$ cat config.mk
export PLATFORM = sky130hd
export DESIGN_NAME = clock_set_ctrl
export DESIGN_NICKNAME = d
export VERILOG_FILES = /design/src/rtl/clock_set_ctrl.sv
export SDC_FILE = /design/constraint.sdc
export NUM_CORES = 1
export LEC_CHECK = 0
export BUFFER_PORTS_ARGS = -buffer_cell sky130_fd_sc_hd__buf_2
export CAP_MARGIN = 20
export CORE_ASPECT_RATIO = 0.9
export CORE_MARGIN = 2
export CORE_UTILIZATION = 45
export DETAILED_ROUTE_END_ITERATION = 10
export HOLD_SLACK_MARGIN = 0.1
export PLACE_DENSITY_LB_ADDON = 0.3
export SKIP_LAST_GASP = 1
export SLEW_MARGIN = 10
export SYNTH_ARGS = -nofsm -noshare
export SYNTH_HDL_FRONTEND = slang
export SYNTH_SLANG_ARGS = --single-unit
$ cat constraint.sdc
create_clock -name clk -period 2.67 [get_ports clk]
set_input_delay 0.534 -clock clk [delete_from_list [all_inputs] [get_ports clk]]
set_output_delay 0.534 -clock clk [all_outputs]
set_load 0.03 [all_outputs]
$ cat src/rtl/clock_set_ctrl.sv
`default_nettype none
// ============================================================================
// Module   : clock_set_ctrl
// Purpose  : 1 Hz tick generation and hour/minute/second time-set sequencer
//            driving BCD load strobes, field select and blink for display.
// Revision : 1.0 - initial release
// ============================================================================
module clock_set_ctrl #(
    parameter int TICK_DIV  = 100000000,
    parameter int BLINK_DIV = 25000000
) (
    input  logic       clk,
    input  logic       rst,
    input  logic       btn_mode,
    input  logic       btn_inc,
    input  logic [7:0] hour_in,
    input  logic [7:0] minute_in,
    input  logic [7:0] second_in,
    output logic       tick,
    output logic       ld_h,
    output logic       ld_m,
    output logic       ld_s,
    output logic [7:0] ld_val,
    output logic [7:0] edit_val,
    output logic [1:0] sel,
    output logic       blink
);

    localparam int c_TW = (TICK_DIV  > 1) ? $clog2(TICK_DIV)  : 1;
    localparam int c_BW = (BLINK_DIV > 1) ? $clog2(BLINK_DIV) : 1;
    localparam logic [c_TW-1:0] c_TICK_MAX  = c_TW'(TICK_DIV - 1);
    localparam logic [c_BW-1:0] c_BLINK_MAX = c_BW'(BLINK_DIV - 1);
    localparam logic [7:0] c_HOUR_MAX = 8'h23;
    localparam logic [7:0] c_MS_MAX   = 8'h59;

    typedef enum logic [1:0] {
        S_RUN   = 2'd0,
        S_SET_H = 2'd1,
        S_SET_M = 2'd2,
        S_SET_S = 2'd3
    } state_t;

    state_t          r_state, w_state_nxt;
    logic [c_TW-1:0] r_presc, w_presc_nxt;
    logic [c_BW-1:0] r_bcnt,  w_bcnt_nxt;
    logic [7:0]      r_edit,  w_edit_nxt;
    logic [7:0]      r_ld_val, w_ld_val_nxt;
    logic            r_tick, w_tick_nxt;
    logic            r_ld_h, w_ld_h_nxt;
    logic            r_ld_m, w_ld_m_nxt;
    logic            r_ld_s, w_ld_s_nxt;
    logic            r_blink, w_blink_nxt;

    logic r_mode_s1, r_mode_s2, r_mode_prev;
    logic r_inc_s1,  r_inc_s2,  r_inc_prev;
    logic w_mode_edge, w_inc_edge;

    // Out-of-range values (>= max) wrap to zero, so bad captures self-correct
    function automatic logic [7:0] bcd_inc(input logic [7:0] v, input logic [7:0] max);
        logic [7:0] res;
        if (v >= max)
            res = 8'h00;
        else if (v[3:0] >= 4'd9)
            res = {v[7:4] + 4'd1, 4'd0};
        else
            res = {v[7:4], v[3:0] + 4'd1};
        return res;
    endfunction

    always_ff @(posedge clk or negedge rst) begin
        if (!rst) begin
            r_mode_s1   <= 1'b0;
            r_mode_s2   <= 1'b0;
            r_mode_prev <= 1'b0;
            r_inc_s1    <= 1'b0;
            r_inc_s2    <= 1'b0;
            r_inc_prev  <= 1'b0;
        end else begin
            r_mode_s1   <= btn_mode;
            r_mode_s2   <= r_mode_s1;
            r_mode_prev <= r_mode_s2;
            r_inc_s1    <= btn_inc;
            r_inc_s2    <= r_inc_s1;
            r_inc_prev  <= r_inc_s2;
        end
    end

    assign w_mode_edge = r_mode_s2 & ~r_mode_prev;
    assign w_inc_edge  = r_inc_s2  & ~r_inc_prev;

    always_comb begin
        w_state_nxt  = r_state;
        w_presc_nxt  = r_presc;
        w_edit_nxt   = r_edit;
        w_ld_val_nxt = r_ld_val;
        w_tick_nxt   = 1'b0;
        w_ld_h_nxt   = 1'b0;
        w_ld_m_nxt   = 1'b0;
        w_ld_s_nxt   = 1'b0;
        w_bcnt_nxt   = r_bcnt;
        w_blink_nxt  = r_blink;

        // Mode always takes priority over inc, so the strobe carries the
        // unincremented edit value.
        case (r_state)
            S_RUN: begin
                if (w_mode_edge) begin
                    w_state_nxt = S_SET_H;
                    w_edit_nxt  = hour_in;
                end else begin
                    w_tick_nxt  = (r_presc == c_TICK_MAX);
                    w_presc_nxt = (r_presc == c_TICK_MAX) ? '0 : r_presc + 1'b1;
                end
            end
            S_SET_H: begin
                if (w_mode_edge) begin
                    w_ld_h_nxt   = 1'b1;
                    w_ld_val_nxt = r_edit;
                    w_state_nxt  = S_SET_M;
                    w_edit_nxt   = minute_in;
                end else if (w_inc_edge) begin
                    w_edit_nxt = bcd_inc(r_edit, c_HOUR_MAX);
                end
            end
            S_SET_M: begin
                if (w_mode_edge) begin
                    w_ld_m_nxt   = 1'b1;
                    w_ld_val_nxt = r_edit;
                    w_state_nxt  = S_SET_S;
                    w_edit_nxt   = second_in;
                end else if (w_inc_edge) begin
                    w_edit_nxt = bcd_inc(r_edit, c_MS_MAX);
                end
            end
            default: begin
                if (w_mode_edge) begin
                    w_ld_s_nxt   = 1'b1;
                    w_ld_val_nxt = r_edit;
                    w_state_nxt  = S_RUN;
                    w_presc_nxt  = '0;
                end else if (w_inc_edge) begin
                    w_edit_nxt = bcd_inc(r_edit, c_MS_MAX);
                end
            end
        endcase

        // Restart the blink phase on every field change so the new field is lit
        if (w_state_nxt != r_state) begin
            w_bcnt_nxt  = '0;
            w_blink_nxt = (w_state_nxt != S_RUN);
        end else if (r_state == S_RUN) begin
            w_bcnt_nxt  = '0;
            w_blink_nxt = 1'b0;
        end else if (r_bcnt == c_BLINK_MAX) begin
            w_bcnt_nxt  = '0;
            w_blink_nxt = ~r_blink;
        end else begin
            w_bcnt_nxt = r_bcnt + 1'b1;
        end
    end

    always_ff @(posedge clk or negedge rst) begin
        if (!rst) begin
            r_state  <= S_RUN;
            r_presc  <= '0;
            r_bcnt   <= '0;
            r_edit   <= 8'h00;
            r_ld_val <= 8'h00;
            r_tick   <= 1'b0;
            r_ld_h   <= 1'b0;
            r_ld_m   <= 1'b0;
            r_ld_s   <= 1'b0;
            r_blink  <= 1'b0;
        end else begin
            r_state  <= w_state_nxt;
            r_presc  <= w_presc_nxt;
            r_bcnt   <= w_bcnt_nxt;
            r_edit   <= w_edit_nxt;
            r_ld_val <= w_ld_val_nxt;
            r_tick   <= w_tick_nxt;
            r_ld_h   <= w_ld_h_nxt;
            r_ld_m   <= w_ld_m_nxt;
            r_ld_s   <= w_ld_s_nxt;
            r_blink  <= w_blink_nxt;
        end
    end

    assign tick     = r_tick;
    assign ld_h     = r_ld_h;
    assign ld_m     = r_ld_m;
    assign ld_s     = r_ld_s;
    assign ld_val   = r_ld_val;
    assign edit_val = (r_state == S_RUN) ? 8'h00 : r_edit;
    assign sel      = r_state;
    assign blink    = r_blink;

endmodule
`default_nettype wire
Word-level counts from Yosys, hierarchy flattened
Index checks and enable logic that the tools add are counted.
Widths: inputs -> output; s select.
{"block": "word_totals", "elab_cells": 80, "output_inout_bits": 23, "inputBits": 28, "register_bits": 81}
{"block": "op_classes", "addsub": 4, "n_eq_ne": 9, "reduce_logical": 9, "order_cmp": 3, "bitwise": 7, "muxes": 32}
{"cell": "$mux 27", "count": 3}
{"cell": "$mux 8", "count": 10}
{"cell": "$mux 25", "count": 3}
{"cell": "$pmux 27 s2", "count": 1}
{"cell": "$add 27x1->27 const B", "count": 1}
{"cell": "$eq 27x27->1 const B", "count": 1}
{"cell": "$add 25x1->25 const B", "count": 1}
{"cell": "$eq 25x25->1 const B", "count": 1}
{"cell": "$pmux 8 s3", "count": 1}
{"cell": "$mux 1", "count": 9}
{"cell": "$add 4x1->4 const B", "count": 2}
{"cell": "$ge 8x6->1 const B", "count": 1}
{"cell": "$ge 8x7->1 const B", "count": 1}
{"cell": "$mux 2", "count": 4}
{"cell": "$pmux 2 s3", "count": 1}
{"cell": "$reduce_and 3->1", "count": 2}
{"cell": "$not 1->1", "count": 5}
{"cell": "$ge 4x4->1 const B", "count": 1}
{"cell": "$ne 2x2->1 const B", "count": 2}
{"cell": "$ne 4x1->1 const B", "count": 1}
{"cell": "$reduce_bool 2->1", "count": 2}
{"cell": "$ne 3x3->1 const B", "count": 1}
{"cell": "$reduce_bool 3->1", "count": 1}
{"cell": "$reduce_or 3->1", "count": 1}
{"cell": "7 further kinds", "count": 8}

Logic depth before layout (Yosys ltp)
Gate-level depths: netlist of the first run.
{"block": "depth", "word_depth": 6, "mapped_depth": 13, "mapped_depth_nobuf": 9}

Least setup slack after synthesis of the first run
OpenSTA, ideal clock, no wires.
{"block": "synth_path", "kind": "reg-to-reg", "from": "register r_state[0] (netlist: sel[0])", "to": "register r_edit[4]", "synth_period_minus_slack_ps": 2785, "path_stages_with_launch": 14, "slack_ps": -115, "t_arrival_ps": 2719, "required_time_ps": 2604, "cell_sequence": "dfrtp_1 inv_1 ha_1 buf_2 inv_1 ha_1 buf_2 nor2b_1 a311o_1 buf_2 or2_0 clkbuf_1 a311oi_2 a221o_1"}
{"block": "synth_via", "elab_chain_cells": 3, "word_cells_on_any_way": 8, "classes_between": "5 x eq/ne; 1 x mux; 2 x reduce/logical"}
{"item": "start, declared", "line_no": "43", "source": "state_t r_state, w_state_nxt;"}
{"item": "start signal, assigned", "line_no": "175", "source": "r_state <= w_state_nxt;"}
{"item": "$eq 2x2->1 (tied with other cells)", "line_no": "105", "source": "case (r_state)"}
{"item": "$ne 4x1->1 (no source line) (tied with other cells)"}
{"item": "$reduce_and 3->1 (no source line)"}
{"item": "end signal, assigned", "line_no": "178", "source": "r_edit <= w_edit_nxt;"}
{"item": "end, declared", "line_no": "46", "source": "logic [7:0] r_edit, w_edit_nxt;"}
Parallel ways exist; a longest one is shown, timed or not.
A chain may end at the register's enable or synchronous reset.

Final worst setup path of the first run
{"block": "layout_path", "from": "register r_state[1] (netlist: sel[1])", "to": "register r_edit[4]"}
Same word-level chain as after synthesis.

==> metrics.txt, run 1 <==
Synth area leader dfrtp_1; asr flop ratio synth 1.000; Max Cap Viol 0; Nets 557; Clk pwr share 0.274; Syn Area/Cell 9.814 µm²; Setup TNS 0 ns; Total GRT Usage 0.1995; ANT cells 0; Ys Warns 0; Flop pwr share 0.322; number of synthesized register bits 81; Power Density 985.8 mW/mm²; buffers added on ports 50; Synth top cells by count dfrtp_1, nor2_1, xor2_1; WL final 10.38 mm; First-pass DRT Iterations 5; final hold viol count 0; switching part of the total 0.4038; Top-Level Pins 51; combinational fraction of design power 0.404; Num CTS Buffers 9; Critical Path AT 2.71 ns; total power 5.215 mW; Worst Hold Slack 0.1503 ns; fin cells 645; Final Cell Area 0.005290 mm²; min cycle time layout 2.439 ns; worst path required time 2.94 ns; post-CTS setup buffers 0; clock skew 0.008221 ns; placed cells 629; CTS tree yes; fmax 410.0 MHz; synthesis-to-finish area growth 15.17%; status finished clean; hpwl dp 7.315 mm; mapped cell area 0.004593 mm²; Synth area leaders dfrtp_1, xor2_1, nor2_1; Core Area 0.009784 mm²; die height 99.85 µm; synthesized instance count 468; placed standard-cell area 0.004935 mm²; row count 34; root buf cell clkbuf_16; die width 110.5 µm; Synth cell types 67; Slew @ Worst Pin 0.7755 ns; Worst setup EP type flip-flop; drt via density 5.673; Filler Cell Count 883; top cell type's share of synthesized area 0.4413; Critical Path Start Type flip-flop; Syn Nets 511; initial core utilization 0.4694; Hold Buf Count CTS 0; antenna violations before repair 0; GP Congestion 0.9088; clk_lat worst skew 0.34 ns; Worst-path clk slew 0.06 ns; largest net degree at the start of global routing 49; die footprint 0.01103 mm²; GRT overflow 0; Sink Count 81; via count 3659; max_slew headroom 0.4787; Slew Limit Fails 0; Hold/Removal Path Class in2async; H-tree Lvls 3; share of cells above drive strength 1 0.2119; top_reg_cell synth dfrtp_1; Starting DRT DRC Count 305; post-route ant nets 0; most common cell in the netlist dfrtp_1; maximum clock path buffer count 2; first-pass GRT wire length 17.90 mm; Peak VDD IR 0.0006661 V; Seq/Total Area, Yosys 0.4413; Residual DRC 0; wire per inst 16.09 µm; Tcrit/Tclk final 0.9136; Lkg Pwr 2.327 nW; setup repair after global routing missed its margin false; internal power 3.109 mW; CP Max Fanout 9; Net Sw Power 2.106 mW; critical path type reg2reg; number of synthesized flops with an enable pin 0; Final setup viols 0; vias in the first global route 3653
layout by cell type (no fill, tap or decap), types with 7 or more instances in the layout:
cell,count
dfrtp_1,79
nor2_1,55
buf_2,49
xor2_1,29
nand3_1,27
nand2_1,26
nand4_1,19
ha_1,15
xnor2_1,14
o21ai_0,13
nor3_1,13
and3_1,12
nor2_2,11
inv_1,10
a21oi_1,9
clkbuf_16,9
mux2_2,8
buf_4,8
nor2b_1,7
kinds of logic (layout without fill, tap and decap cells):
family	Yosys count	count (layout)	share of synthesized area
buf+inv	35	86	0.04168
flops	81	81	0.4413
xor+xnor	43	43	0.08199
simple gates	208	208	0.2454
compound gates	75	75	0.1226
mux	11	11	0.02615
fa+ha+maj	15	15	0.04086
metal layers:
metal	routed length, µm	GRT usage	vias to the layer above
met5	0	0	-
met4	119	0.05769	0
met3	475	0.04891	10
met2	4980	0.3275	94
met1	4802	0.2661	1775
li1	-	-	1780
metrics by stage:
step	util	setup WS, ns
floorplan	-	0.01786
global placement	0.5043	0.3020
detailed placement	0.5043	0.1760
CTS	0.5398	0.1544
global route	0.5407	0.005921
finish	0.5407	0.2308
power by group through the flow:
| stage | logic (mW) | registers, mW | clock network, mW |
|---|---|---|---|
| 6_report | 2.11 | 1.68 | 1.43 |
| 5_1_grt | 2.32 | 1.71 | 1.51 |
| 4_1_cts | 2.09 | 1.67 | 1.46 |
| 3_5_place_dp | 2.08 | 1.69 | 0 |
| 3_3_place_gp | 2.05 | 1.69 | 0 |
| 2_1_floorplan | 1.56 | 1.75 | 0 |
critical path, cell delays in order (launching register included):
cell	delay, ns
dfrtp_2	0.46
inv_1	0.12
ha_1	0.22
inv_1	0.12
ha_1	0.21
nor2b_1	0.14
a311o_1	0.44
or2_4	0.33
a311oi_2	0.20
a221o_1	0.15
repair_timing:
item	CTS	global route
gates resized for setup	0	3
setup endpoints to repair	0	5
endpoints found under the hold margin	0	0
flip-flops by register name (all words and copies together) (netlist names), 2 cells and up:
register / flops
r_presc: 27
r_bcnt: 25
sel: 2
ld_val: 8
r_edit: 8
cell type report:
| type | instances | area [µm²] | share of cell area |
|---|---|---|---|
| multi-input combinational | 352 | 2384 | 0.4506 |
| clock inverter | 5 | 103.9 | 0.01963 |
| tap | 126 | 157.7 | 0.02980 |
| timing repair buffer | 58 | 325.3 | 0.06149 |
| clock buffer | 11 | 242.7 | 0.04588 |
| sequential | 81 | 2029 | 0.3836 |
| inverter | 12 | 47.55 | 0.008988 |
path summary, 6_finish.rpt:
kind                            slack (ns)  cells after the start  startpoint          to
worst max-delay path                  0.23                      9      sel[1]   r_edit[4]
worst min-delay path                  0.15                      1         rst  r_inc_prev
worst max register to register        0.23                      9      sel[1]   r_edit[4]
worst min register to register        0.35                      0   r_mode_s1   r_mode_s2
max in group asynchronous             1.90                      2         rst  r_bcnt[12]
min in group clk                      0.30                      1     btn_inc    r_inc_s1
(Power assumes the default switching activity.)
==> inputs of run 2 (changes only) <==
GPL_TIMING_DRIVEN = 0   (was not set)
==> run 2 against run 1 <==
  * Critical path depth rose by 3
  * Non-clock buffer count rose by 18
  * Hold slack got worse by 0.016 ns
  * Cell area rose by 2.4%
  * Cell count rose by 2.8%
  * Critical endpoint is now r_edit[0]
  * Highest routed layer unchanged
==> metrics.txt, run 2 (synthesis gave the netlist of run 1 again) <==
Flop pwr share 0.303 (-0.019); first-pass GRT wire length 18.08 mm (+1.0%); CP Max Fanout 9 (unchanged); max reg flops 27 (unchanged); Slew @ Worst Pin 0.7753 ns (-0.0001988 ns); row count 34 (unchanged); Worst setup EP type flip-flop; met2 routed WL 5.040 mm (+1.2%); Critical Path AT 2.79 ns (+0.08 ns); die footprint 0.01103 mm² (unchanged); Total GRT Usage 0.2003 (+0.0008423); hpwl dp 7.358 mm (+0.59%); worst path required time 2.94 ns (about the same); switching part of the total 0.4123 (+0.008555); Hold/Removal Path Class in2async; combinational fraction of design power 0.459 (+0.055); maximum clock path buffer count 2 (unchanged); fmax 397.3 MHz (-3.1%); Max Cap Viol 0 (unchanged); via count 3797 (+3.8%); cell mode on critical path buf_4; max_slew headroom 0.4788 (about the same); vias in the first global route 3709 (+1.5%); Tcrit/Tclk final 0.9427 (+0.02911); synthesis-to-finish area growth 17.95%; wire per inst 15.98 µm (-0.68%); Final WS setup 0.1531 ns (-0.07772 ns); max incr delay on CP 0.42 ns (-0.04 ns); post-route ant nets 0 (unchanged); Critical Path Start Type flip-flop; Peak VDD IR 0.0006247 V (-6.2%); Clk pwr share 0.238 (-0.036); Num CTS Buffers 9 (unchanged); CTS tree yes; worst reg-to-reg path cell count 12 (+3); status finished clean; critical path type reg2reg; Core Area 0.009784 mm² (unchanged); GP Congestion 0.9264 (+1.9%); Final setup viols 0 (unchanged); ANT cells 0 (unchanged); CP max-delay cell dfrtp_2; internal power 3.127 mW (+0.56%); Starting DRT DRC Count 247 (-19%); antenna violations before repair 0 (unchanged); min cycle time layout 2.517 ns (+0.07772 ns); CP cell instances inv_4 > ha_4 > buf_8 > clkinvlp_4 > ha_1 > buf_4 > nor2b_1 > a311o_1 > buf_4 > or2_4 > nor4_4 > a221o_1; Nets 575 (+3.2%); Net Sw Power 2.194 mW (+4.2%); die height 99.85 µm (unchanged); largest net degree at the start of global routing 53 (+8.2%); commonest non-fill, non-tap cell in the layout dfrtp_1; GRT overflow 0 (unchanged); Top-Level Pins 51 (unchanged); Setup TNS 0 ns (unchanged); share of cells above drive strength 1 0.2365 (+0.02455); Power Density 982.1 mW/mm² (-0.38%); drt via density 5.727 (+0.95%); clk_lat worst skew 0.34 ns (about the same); Lkg Pwr 2.383 nW (+2.4%); WL final 10.59 mm (+2.1%); flop2flop setup slack 0.15 ns (-0.08 ns); Slew Limit Fails 0 (unchanged); reg2reg start sel[0]; most frequent cells in the layout dfrtp_1, nor2_1, buf_2, xor2_1, nand3_1; Placement Setup Slack -0.2441 ns (-0.4201 ns); Hold Buf Count CTS 0 (unchanged); final hold viol count 0 (unchanged); initial core utilization 0.4694 (unchanged); met1 wire length 4.933 mm (+2.7%); clock skew 0.007835 ns (-0.0003859 ns); die width 110.5 µm (unchanged); RR Endpoint r_edit[0]; H-tree Lvls 3 (unchanged); buffers added on ports 50 (unchanged); First-pass DRT Iterations 5 (unchanged); routed wl met3 528 µm (+11%); uppermost layer routed met4; Residual DRC 0 (unchanged); Biggest register r_presc; Worst-path clk slew 0.06 ns (about the same); root buf cell clkbuf_16; Largest regs r_presc: 27 flops, r_bcnt: 25 flops; Sink Count 81 (unchanged); setup repair after global routing missed its margin false; total power 5.321 mW (+2.0%)
-- run 2: changes by cell type in the layout (fill, tap and decap cells not counted), moves of 2 or more --
cell       before  now
buf_6           0    6
clkbuf_1        1    6
buf_2          49   54
bufinv_16       3    1
inv_1          10    8
clkinv_2        1    3
-- run 2: area by class of cell --
cell class,instances,area (µm²)
tap,126,157.7
timing repair buffer,55,310.3
clock buffer,11,252.7
sequential,81,2029
fill,868,4367
multi-input combinational,352,2407
inverter,12,53.80
buffer,21,152.6
clock inverter,5,53.80
-- run 2: critical path, delay by kind of cell, from the launching register on --
kind	cells	cell delay [ns]
buffers and inverters	5	0.60
adder cells (fa/ha/maj)	2	0.32
AO/OA/AOI/OAI	2	0.46
AND/OR/NAND/NOR	3	0.64
flip-flops	1	0.42
-- run 2: timing repair --
item / in CTS / in global routing
pin swaps: 1 / 1
resized for setup: 7 / 9
buffers inserted: 2 / 2
hold endpoints to repair: 0 / 0
setup endpoints to repair: 15 / 7
-- run 2: how the worst max path moves through the flow --
stage	from	endpoint	slack [ns]	cells after the start
floorplan	sel[1]	r_edit[4]	0.02	13
finish	sel[0]	r_edit[0]	0.15	12
CTS	sel[0]	r_edit[0]	0.003	12
global route	r_mode_prev	r_presc[16]	0.01	7
detailed placement	sel[1]	r_edit[0]	-0.24	13
global placement	sel[1]	r_edit[4]	-0.23	13
-- run 2: through the flow --
stage          cell area, µm²  hold slack, ns    util  cells
2_1_floorplan            4598          0.2384       -    468
3_3_place_gp             5006          0.3339  0.5116    644
3_5_place_dp             5036          0.3373  0.5147    645
4_1_cts                  5369          0.1445  0.5487    661
5_1_grt                  5418          0.1627  0.5537    663
6_report                 5418          0.1340  0.5537    663
-- run 2: power groups by stage --
stage | combinational, mW | clock, mW | sequential (mW)
floorplan | 1.56 | 0 | 1.75
global placement | 2.24 | 0 | 1.64
detailed placement | 2.27 | 0 | 1.64
CTS | 2.34 | 1.29 | 1.60
global route | 2.67 | 1.34 | 1.63
finish | 2.44 | 1.27 | 1.61
-- run 2: metal layers --
| metal | up-vias | GRT usage |
|---|---|---|
| met1 | 1868 | 0.2704 |
| met5 | - | 0 |
| met4 | 0 | 0.04712 |
| li1 | 1812 | - |
| met3 | 8 | 0.05072 |
| met2 | 109 | 0.3289 |
==> inputs of run 3 (changes only) <==
CTS_BUF_LIST = sky130_fd_sc_hd__clkbuf_4 sky130_fd_sc_hd__clkbuf_8 sky130_fd_sc_hd__clkbuf_16   (was not set)
clock period = 2.2 ns   (was 2.67 ns; I/O delays follow)
==> run 3 against run 2 <==
  * The flow now finishes with violations (negative setup slack)
  * Maximum frequency up 11%
  * Sequential share of layout area down 2.7 points
  * Clock-buffer cell count up 1
  * Global-route usage up 1.3 points
  * Clock power up 24%
  * Sequential power up 22%
  * Via count up 4.0%
  * Register-to-register slack worse by 0.22 ns
  * Hold slack better by 0.069 ns
  * Largest power group unchanged
==> metrics.txt, run 3 (synthesis gave the netlist of run 1 again) <==
H-tree Lvls 3 (unchanged); buffers added on ports 50 (unchanged); max_slew headroom 0.4750 (-0.003794); Flop pwr share 0.265 (-0.038); Power Density 1269 mW/mm² (+29%); row count 34 (unchanged); utilization after layout 0.5982 (+0.04450); antenna violations before repair 0 (unchanged); combinational fraction of design power 0.524 (+0.065); Num CTS Buffers 9 (unchanged); Critical Path Start Type flip-flop; die footprint 0.01103 mm² (unchanged); fin cells 682 (+2.9%); Nets 594 (+3.3%); reg2reg start sel[1]; vias in the first global route 3884 (+4.7%); Starting DRT DRC Count 248 (+0.40%); Final setup viols 24 (+24); Final Cell Area 0.005853 mm² (+8.0%); Residual DRC 0 (unchanged); Hold Startpoint btn_mode; hpwl dp 7.761 mm (+5.5%); drt via density 5.787 (+1.1%); Hold/Removal Path Class in2reg; synthesis-to-finish area growth 27.43%; Max Cap Viol 0 (unchanged); Core Area 0.009784 mm² (unchanged); worst path required time 2.47 ns (-0.47 ns); commonest non-fill, non-tap cell in the layout dfrtp_1; CP max-delay cell or4_1; Filler Cell Count 795 (-8.4%); Final WS setup -0.06718 ns (-0.2203 ns); violated checks negative setup slack; Slew Limit Fails 0 (unchanged); GP Congestion 0.9230 (-0.37%); setup repair after global routing missed its margin true; final hold viol count 0 (unchanged); worst reg-to-reg path cell count 11 (-1); clk_lat worst skew 0.34 ns (about the same); switching part of the total 0.4053 (-0.007041); clock skew 0.008455 ns (+0.0006203 ns); internal power 4.418 mW (+41%); Buffers & Inverters on Critical Path 5 (unchanged); max incr delay on CP 0.50 ns (+0.08 ns); cell mode on critical path buf_6; critical path type reg2reg; WL final 11.65 mm (+10%); Worst-path clk slew 0.07 ns (about the same); CTS tree yes; ANT cells 0 (unchanged); share of cells above drive strength 1 0.3345 (+0.09803); first-pass GRT wire length 19.00 mm (+5.1%); Net Sw Power 3.011 mW (+37%); maximum clock path buffer count 2 (unchanged); placed standard-cell area 0.005119 mm² (+1.6%); RR Endpoint r_bcnt[15]; First-pass DRT Iterations 5 (unchanged); Lkg Pwr 2.544 nW (+6.8%); GRT overflow 0 (unchanged); Slew @ Worst Pin 0.7809 ns (+0.005644 ns); die width 110.5 µm (unchanged); wire per inst 17.08 µm (+6.9%); Worst Hold Slack 0.2027 ns (+0.06872 ns); Sink Count 81 (unchanged); Setup TNS -0.5361 ns (-0.5361 ns); Worst setup EP type flip-flop; min cycle time layout 2.267 ns (-0.2497 ns); CP cell instances inv_2 > buf_4 > ha_4 > and3b_1 > buf_6 > o21ai_2 > a31oi_2 > or4_1 > buf_6 > clkbuf_16 > nor2_2; fmax 441.1 MHz (+11%); via count 3947 (+4.0%); Total GRT Usage 0.2138 (+0.01344); CP Max Fanout 6 (-3); Critical Path AT 2.54 ns (-0.25 ns); Clk pwr share 0.211 (-0.027); Placement Setup Slack -0.3754 ns (-0.1313 ns); Top-Level Pins 51 (unchanged); flop2flop setup slack -0.07 ns (-0.22 ns); post-route ant nets 0 (unchanged); total power 7.429 mW (+40%); largest net degree at the start of global routing 48 (-9.4%); most frequent cells in the layout dfrtp_1, buf_2, nor2_1, buf_4, xor2_1; max reg flops 27 (unchanged); placed cells 645 (unchanged); initial core utilization 0.4694 (unchanged); die height 99.85 µm (unchanged); Largest regs r_presc: 27 flops, r_bcnt: 25 flops; root buf cell clkbuf_16; cell family with most CP delay simple AND/OR/NAND/NOR gates; Peak VDD IR 0.0007410 V (+19%); Worst Hold Path EP r_mode_s1; status complete, but fails checks; worst hold stages 1; Tcrit/Tclk final 1.031 (+0.08788); Biggest register r_presc
-- run 3: changes by cell type in the layout (fill, tap and decap cells not counted), sizes merged --
cell	before	now
buf	70	87
clkinv	4	2
inv	11	13
clkbuf	17	19
clkinvlp	1	0
dlygate4sd3	0	1
-- run 3: power groups by stage --
stage | clock (mW) | sequential, mW | combinational [mW]
finish | 1.57 | 1.97 | 3.89
global placement | 0 | 1.98 | 2.89
global route | 1.66 | 1.99 | 4.18
floorplan | 0 | 2.12 | 2.04
CTS | 1.60 | 1.95 | 3.58
detailed placement | 0 | 1.99 | 2.95
-- run 3: repair_timing --
action / CTS / global route
buffers inserted: 20 / 3
hold buffers: 1 / 0
pin swaps: 16 / 10
gates cloned: 0 / 1
gates resized for setup: 44 / 31
endpoints found under the hold margin: 34 / 0
endpoints found under the setup margin: 51 / 55
-- run 3: worst max-delay path by stage --
stage,cells past startpoint,start,to,slack [ns]
finish,11,sel[1],r_bcnt[15],-0.07
global route,9,sel[1],r_bcnt[15],-0.10
CTS,12,sel[0],r_edit[4],-0.05
detailed placement,13,sel[0],r_edit[4],-0.38
global placement,13,sel[0],r_edit[4],-0.35
floorplan,13,sel[1],r_edit[4],-0.24
-- run 3: cell type report --
cell class,count,area (µm²),area share
buffer,19,182.7,0.03121
clock buffer,12,266.5,0.04553
clock inverter,4,48.80,0.008337
inverter,12,57.56,0.009833
multi-input combinational,352,2594,0.4431
sequential,81,2032,0.3472
tap,126,157.7,0.02693
timing repair buffer,76,514.2,0.08786
-- run 3: worst register-to-register path, stage by stage (launching register included) --
cell       delay (ns)
dfrtp_2          0.38
inv_2            0.06
buf_4            0.15
ha_4             0.16
and3b_1          0.17
buf_6            0.12
o21ai_2          0.11
a31oi_2          0.12
or4_1            0.50
buf_6            0.16
clkbuf_16        0.16
nor2_2           0.13
-- run 3: per-layer routing --
metal,up-vias,part of all wire,global-route usage
met5,-,0,0
met4,0,0.017,0.07788
met3,19,0.063,0.05616
met2,120,0.47,0.3322
met1,1950,0.45,0.2916
li1,1858,-,-
